==> config.mk <==
export PLATFORM = sky130hd
export DESIGN_NAME = snn_bitserial_integrator
export DESIGN_NICKNAME = d
export VERILOG_FILES = /design/src/rtl/neuron_pkg.sv /design/src/rtl/piso_shreg.sv /design/src/rtl/snn_bitserial_integrator.sv
export SDC_FILE = /design/constraint.sdc
export NUM_CORES = 1
export LEC_CHECK = 0
export BUFFER_PORTS_ARGS = -buffer_cell sky130_fd_sc_hd__buf_2
export CORE_MARGIN = 3
export CORE_UTILIZATION = 28
export DETAILED_ROUTE_END_ITERATION = 10
export GPL_ROUTABILITY_DRIVEN = 0
export PLACE_DENSITY = 0.57
export RECOVER_POWER = 100
export SKIP_CTS_REPAIR_TIMING = 1
export SLEW_MARGIN = 30
export SYNTH_ARGS = -nofsm -noshare
export SYNTH_HDL_FRONTEND = slang
export SYNTH_HIERARCHICAL = 1
export SYNTH_SLANG_ARGS = --single-unit
==> constraint.sdc <==
create_clock -name clk -period 1.5 [get_ports clk]
set_input_delay 0.3 -clock clk [delete_from_list [all_inputs] [get_ports clk]]
set_output_delay 0.3 -clock clk [all_outputs]
set_load 0.03 [all_outputs]
==> src/rtl/neuron_pkg.sv <==
// Shared neuron types: accumulator FSM states and two's-complement saturation bounds.
package neuron_pkg;

  typedef enum logic [1:0] {
    IDLE  = 2'd0,
    ADD   = 2'd1,
    CHECK = 2'd2
  } nrn_state_e;

  function automatic int sat_max(input int w);
    return (1 << (w - 1)) - 1;
  endfunction

  function automatic int sat_min(input int w);
    return -(1 << (w - 1));
  endfunction

endpackage

==> src/rtl/piso_shreg.sv <==
// Parallel-load, right-shift register with serial-in at the MSB; LSB is the serial output.
module piso_shreg #(
  parameter int W = 8
) (
  input  logic         clk,
  input  logic         rst_n,
  input  logic         load,
  input  logic [W-1:0] din,
  input  logic         shift,
  input  logic         sin,
  output logic [W-1:0] q
);

  always_ff @(posedge clk or negedge rst_n) begin
    if (!rst_n) begin
      q <= '0;
    end else if (load) begin
      q <= din;
    end else if (shift) begin
      q <= {sin, q[W-1:1]};
    end
  end

endmodule

==> src/rtl/snn_bitserial_integrator.sv <==
// Bit-serial integrate-and-fire accumulator: streams V + weight LSB-first through an
// external full-adder cell, saturates the result and fires against a threshold.
module snn_bitserial_integrator
  import neuron_pkg::*;
#(
  parameter int W      = 8,
  parameter int THRESH = 64,
  parameter int V_REST = 0
) (
  input  logic         clk,
  input  logic         rst_n,
  input  logic         in_valid,
  output logic         in_ready,
  input  logic [W-1:0] in_weight,
  input  logic         clr,
  output logic         fa_a,
  output logic         fa_b,
  output logic         fa_c,
  input  logic         fa_sum,
  input  logic         fa_carry,
  output logic [W-1:0] v_out,
  output logic         spike,
  output logic         busy
);

  localparam int CW = (W > 1) ? $clog2(W) : 1;

  nrn_state_e state, next_state;

  logic [CW-1:0]       cnt;
  logic                carry_q;
  logic                c_msb;
  logic                w_msb;
  logic signed [W-1:0] v_q;
  logic                spike_q;
  logic                ld;
  logic                sh;
  logic                last_bit;
  logic [W-1:0]        sum_q;
  logic [W-1:0]        wt_q;
  logic signed [W-1:0] r;
  logic                fire;
  logic                unused_wt;

  function automatic logic signed [W-1:0] saturate(input logic ovf, input logic neg,
                                                   input logic signed [W-1:0] s);
    if (!ovf)
      return s;
    else if (neg)
      return $signed(W'(sat_min(W)));
    else
      return $signed(W'(sat_max(W)));
  endfunction

  // Only the weight LSB feeds the adder; the upper bits are just the shift path.
  assign unused_wt = ^wt_q[W-1:1];

  assign last_bit = (cnt == CW'(W - 1));

  piso_shreg #(.W(W)) u_wt (
    .clk  (clk),
    .rst_n(rst_n),
    .load (ld),
    .din  (in_weight),
    .shift(sh),
    .sin  (1'b0),
    .q    (wt_q)
  );

  piso_shreg #(.W(W)) u_sum (
    .clk  (clk),
    .rst_n(rst_n),
    .load (ld),
    .din  (v_q),
    .shift(sh),
    .sin  (fa_sum),
    .q    (sum_q)
  );

  always_ff @(posedge clk or negedge rst_n) begin
    if (!rst_n)
      state <= IDLE;
    else
      state <= next_state;
  end

  always_comb begin
    next_state = state;
    case (state)
      IDLE:    if (in_valid && !clr) next_state = ADD;
      ADD:     if (last_bit) next_state = CHECK;
      CHECK:   next_state = IDLE;
      default: next_state = IDLE;
    endcase
  end

  always_comb begin
    in_ready = 1'b0;
    ld       = 1'b0;
    sh       = 1'b0;
    fa_a     = 1'b0;
    fa_b     = 1'b0;
    fa_c     = 1'b0;
    busy     = (state != IDLE);
    case (state)
      IDLE: begin
        in_ready = !clr;
        ld       = in_valid && !clr;
      end
      ADD: begin
        sh   = 1'b1;
        fa_a = sum_q[0];
        fa_b = wt_q[0];
        fa_c = (cnt == '0) ? 1'b0 : carry_q;
      end
      default: ;
    endcase
  end

  // Overflow: carry into the MSB differs from carry out of it; the operands shared a sign.
  assign r    = saturate(c_msb ^ carry_q, w_msb, $signed(sum_q));
  assign fire = (r >= $signed(W'(THRESH)));

  always_ff @(posedge clk or negedge rst_n) begin
    if (!rst_n) begin
      cnt     <= '0;
      carry_q <= 1'b0;
      c_msb   <= 1'b0;
      w_msb   <= 1'b0;
      v_q     <= '0;
      spike_q <= 1'b0;
    end else begin
      spike_q <= 1'b0;
      case (state)
        IDLE: begin
          if (clr) begin
            v_q <= '0;
          end else if (in_valid) begin
            cnt     <= '0;
            carry_q <= 1'b0;
            w_msb   <= in_weight[W-1];
          end
        end
        ADD: begin
          cnt     <= cnt + 1'b1;
          carry_q <= fa_carry;
          if (last_bit) c_msb <= fa_c;
        end
        CHECK: begin
          if (fire) begin
            v_q     <= $signed(W'(V_REST));
            spike_q <= 1'b1;
          end else begin
            v_q <= r;
          end
        end
        default: ;
      endcase
    end
  end

  assign v_out = v_q;
  assign spike = spike_q;

endmodule

* Yosys cells after proc, flatten, opt, wreduce, memory -nomap -nowiden *
Index checks and enable logic that the tools add are counted.

word-level totals
  output and inout port bits = 14
  input port bits = 14
  word-level logic and storage cells = 61
  bits in registers = 33

cells by class
  bitwise gates (word level) = 2
  reduce and logical (&&, ||, !) cells = 13
  $add $sub $neg = 1
  $lt $le $gt $ge = 1
  muxes and demuxes = 27
  equal/unequal tests = 8

operators with widths
  cell                                                             number
  8-bit two-way mux                                                8
  8-bit case mux with 2 select lines                               1
  1-bit two-way mux                                                11
  2-bit inequality test, second input constant                     5
  8-bit >= comparator, second input constant                       1
  2-bit nonzero test                                               4
  3-bit two-way mux                                                2
  3-bit case mux with 2 select lines                               1
  2-bit AND reduction                                              3
  3-bit AND reduction                                              2
  2-bit two-way mux                                                2
  2-bit case mux with 2 select lines                               1
  3-bit by 1-bit adder with 3-bit output, second input constant    1
  3-bit == test, second input constant                             1
  3-bit zero test                                                  1
  2-bit by 1-bit == test with 1-bit output, second input constant  1
  2-bit == test, second input constant                             1
  2-bit zero test                                                  1
  1-bit case mux with 2 select lines                               1
  1-bit logical AND                                                1
  1-bit zero test                                                  1
  1-bit NOT                                                        1
  1-bit XOR                                                        1

* Depth between registers and ports, before layout *
  word-level depth = 5
  mapped depth = 6
  mapped depth without buffers = 5

* Cells and area by module *
The synthesis kept the hierarchy.

by module, submodules not included
  module                    cells an instance  times used  area an instance (um^2)  seq. area each (um^2)
  snn_bitserial_integrator  65                 1           800.8                    425.4
  piso_shreg                34                 2           372.9                    200.2

* Least setup slack after synthesis *
OpenSTA, ideal clock, no wires.

  kind = reg-to-output
  start = register cnt[0]
  end = output fa_c
  path buffers = 0
  path slack = -0.164 ns
  data required time = 1.200 ns
  cell stages (with the launch flop) = 6
  arrival = 1.364 ns
  path through = dfrtp_1 > inv_1 > ha_1 > inv_1 > o21ai_0 > nor3_1

on the way
  cells in the longest elaborated chain, start to end = 3

ends and longest elaborated chain
  element                 line                             RTL
  start, declared         snn_bitserial_integrator.sv:30   logic [CW-1:0] cnt;
  start signal, assigned  snn_bitserial_integrator.sv:145  cnt <= cnt + 1'b1;
  3-bit zero test         snn_bitserial_integrator.sv:114  fa_c = (cnt == '0) ? 1'b0 : carry_q;
  1-bit two-way mux       snn_bitserial_integrator.sv:114
  1-bit two-way mux       snn_bitserial_integrator.sv:105  case (state)
  end, declared           snn_bitserial_integrator.sv:18   output logic fa_c,

No other way between the ends.

* Final worst setup path *
  start = register cnt[1]
  end = output fa_c

Same word-level chain as after synthesis.

==> impl_metrics.csv <==
group,metric,value,unit
sta,timing.fmax,608.9,MHz
global_route,grt_pass1_vias,1045,
routing,drt_iter0_drc,31,
finish,num_antenna_cells,0,
synthesis,synth_seq_cells,33,
place,post-place-ws,0.07293,ns
die,die_area,0.006451,mm^2
power,p_clk_share,16.1,%
routing,wl,3.092,mm
clock_network,clock_latency,0.28,ns
finish,nets,192,
finish,drive_above_1_share,30.11,%
finish,final_cell_mix,"32 x dfrtp_1, 18 x nand2_1, 17 x mux2i_1, 17 x o21ai_1, 13 x buf_2",
synthesis,yosysUniqueCellTypes,27,
sta,drv_slew,0,
synthesis,synthesis.area,0.001546,mm^2
power,p_int,2.458,mW
setup_path,rrSetupSlack,0.12,ns
sta,tightest_slew,0.8299,ns
die,io_pins,28,
clock_network,cts.path.max_buffers,2,
sta,finalSetupViolations,4,
setup_path,cp_max_fo,3,
power,p_comb_share,45.6,%
power,p_switching,1.489,mW
power,power.density,2034,mW/mm^2
finish,fin_area,0.001941,mm^2
clock_network,cts_tree,"yes",
routing,wl_per_cell,12.57,um
power,cellLeakagePower,0.9408,nW
clock_network,cts_made_buffers,5,
place,hpwl,2.102,mm
finish,finalNonFillerCells,246,
run,maxCapViolations,0,
global_route,grt_pass1_wl,5.057,mm
setup_path,r2r-end,"u_sum/q[3]",
die,core_area,0.005238,mm^2
die,die_height,80.32,um
setup_path,crit_chain,"inv_1, ha_2, inv_2, o21ai_2, nor3_2, buf_4",
setup_path,cp.buffers_inverters,3,
sta,rsz0062_at_grt,"true",
synthesis,yosysSeqAreaShare,53.40,%
place,io_buffers,27,
synthesis,avgSynthCellArea,11.63,um^2
power,p_seq_share,38.3,%
setup_path,critPathRequiredTime,1.20,ns
die,chipWidth,80.32,um
sta,final_hold_viol_count,0,
sta,layout_min_cycle_time,1.642,ns
setup_path,crit_family,"flip-flops",
outcome,status,"finished with violations",
die,initial_core_util,29.53,%
clock_network,cts_sinks,33,
setup_path,end_kind,"primary output",
place,dp_cells,232,
die,rows,26,
global_route,grt_max_degree,34,
setup_path,worst-r2r-cell-count,6,
sta,setup_ws,-0.1423,ns
routing,drc_errors,0,
finish,layout_commonest_cell,"dfrtp_1",
routing,wl_met3,182,um
power,ir_drop,844.3,uV
global_route,grt.overflow.total,0,
setup_path,timing.rr.start,"state[0]",
sta,tns,-0.2688,ns
clock_network,path_clk_slew,0.06,ns
clock_network,root_buffer,"clkbuf_8",
routing,dr_wl_met2,1.417,mm
routing,firstDrtPassIters,4,
routing,highest_layer,"met4",
synthesis,synth_nets,150,
routing,wl_met1,1.433,mm
synthesis,postSynthCellCount,133,
routing,vias,1078,
setup_path,crit_type,"flip-flop to primary output",
outcome,violations,"setup timing",
global_route,antenna_found_initial,0,
clock_network,htreeDepth,2,
power,sw_frac_of_total,37.73,%
sta,max-slew-margin-rel,44.67,%
routing,via_per_inst,4.382,
finish,synthToLayoutAreaGrowth,25.49,%
setup_path,cp_slowest_cell,"dfrtp_1",
setup_path,cp_slowest_stage_delay,0.38,ns
setup_path,start_kind,"flip-flop",
sta,fin_skew,0.002864,ns
sta,post-route-period-util,109.5,%
hold_path,hp-class,"input port to async pin",
routing,ant_nets,0,
setup_path,critPathArrivalTime,1.34,ns
global_route,grt_util_all_layers,10.53,%
place,dpl_cell_area,0.001773,mm^2
synthesis,synth_warnings,6,
finish,final_core_util,37.05,%
==> power by group through the flow <==
stage	sequential [mW]	clock (mW)	combinational [mW]
6_report	1.51	0.634	1.80
5_1_grt	1.55	0.707	1.97
4_1_cts	1.50	0.657	1.58
3_5_place_dp	1.51	0	1.57
3_3_place_gp	1.52	0	1.55
2_1_floorplan	1.51	0	1.22
==> Yosys cell counts, drive strengths merged <==
library cell   n  share of area, %
nand2b         2               1.3
a21o           1              0.49
o21ai         19               6.1
nor2b          1              0.40
inv            5               1.2
dfrtp         33                53
buf            5               3.6
mux2           3               2.2
or2            1              0.57
and2           2              0.81
conb           1              0.24
mux2i         17                11
nand3b         1              0.49
nand2         18               4.4
a32o           1              0.65
a211oi         1              0.49
a22o           9               5.1
ha             3               2.4
nor3           2               1.4
xor2           1               1.1
o21bai         1              0.73
nor2           6               1.9
==> kinds of logic (layout without fill, tap and decap cells) <==
group	after synthesis	count (layout)	synth area share (%)
DFF	33	33	53.40
adders and majority gates	3	3	2.427
other	1	1	0.2425
xor gates and xnor gates	1	1	1.052
AOI/OAI and AO/OA	32	32	13.59
and+or+nand+nor	33	33	11.25
muxes	20	20	13.19
buffers and inverters	10	53	4.854
==> layer usage <==
layer | track usage [%] | vias to the layer above
li1 | - | 547
met5 | 0 | -
met4 | 4.561 | 0
met2 | 15.15 | 21
met1 | 13.41 | 503
met3 | 4.933 | 7
==> area by class of cell <==
| class | instances | area, um^2 |
|---|---|---|
| Inverter | 5 | 18.77 |
| Timing Repair Buffer | 40 | 250.2 |
| Sequential cell | 33 | 827.0 |
| Clock buffer | 8 | 80.08 |
| Fill cell | 531 | 3297 |
| Tap cell | 70 | 87.58 |
| Multi-Input combinational cell | 90 | 676.9 |
==> sequential cells by signal, summed over array words and instances (netlist names) <==
signal   flops
u_wt/q       8
cnt          3
u_sum/q      8
spike        1
w_msb        1
state        2
carry_q      1
v_out        8
c_msb        1
==> stage by stage <==
stage	total power [mW]	hold slack (ns)
6_report	3.947	0.1887
5_1_grt	4.233	0.2189
4_1_cts	3.742	0.04684
3_5_place_dp	3.089	0.3561
3_3_place_gp	3.066	0.3565
2_1_floorplan	2.723	0.004409
==> worst max-delay path by stage <==
stage | from | cells past startpoint | to | slack [ns]
6_report | cnt[1] | 6 | fa_c | -0.14
3_3_place_gp | cnt[0] | 6 | fa_c | 0.08
2_1_floorplan | state[1] | 3 | in_ready | 0.009
5_1_grt | cnt[0] | 6 | fa_c | -0.24
3_5_place_dp | cnt[0] | 6 | fa_c | 0.07
4_1_cts | cnt[0] | 6 | fa_c | -0.24
Note: power is estimated with default switching activity, not from simulation.
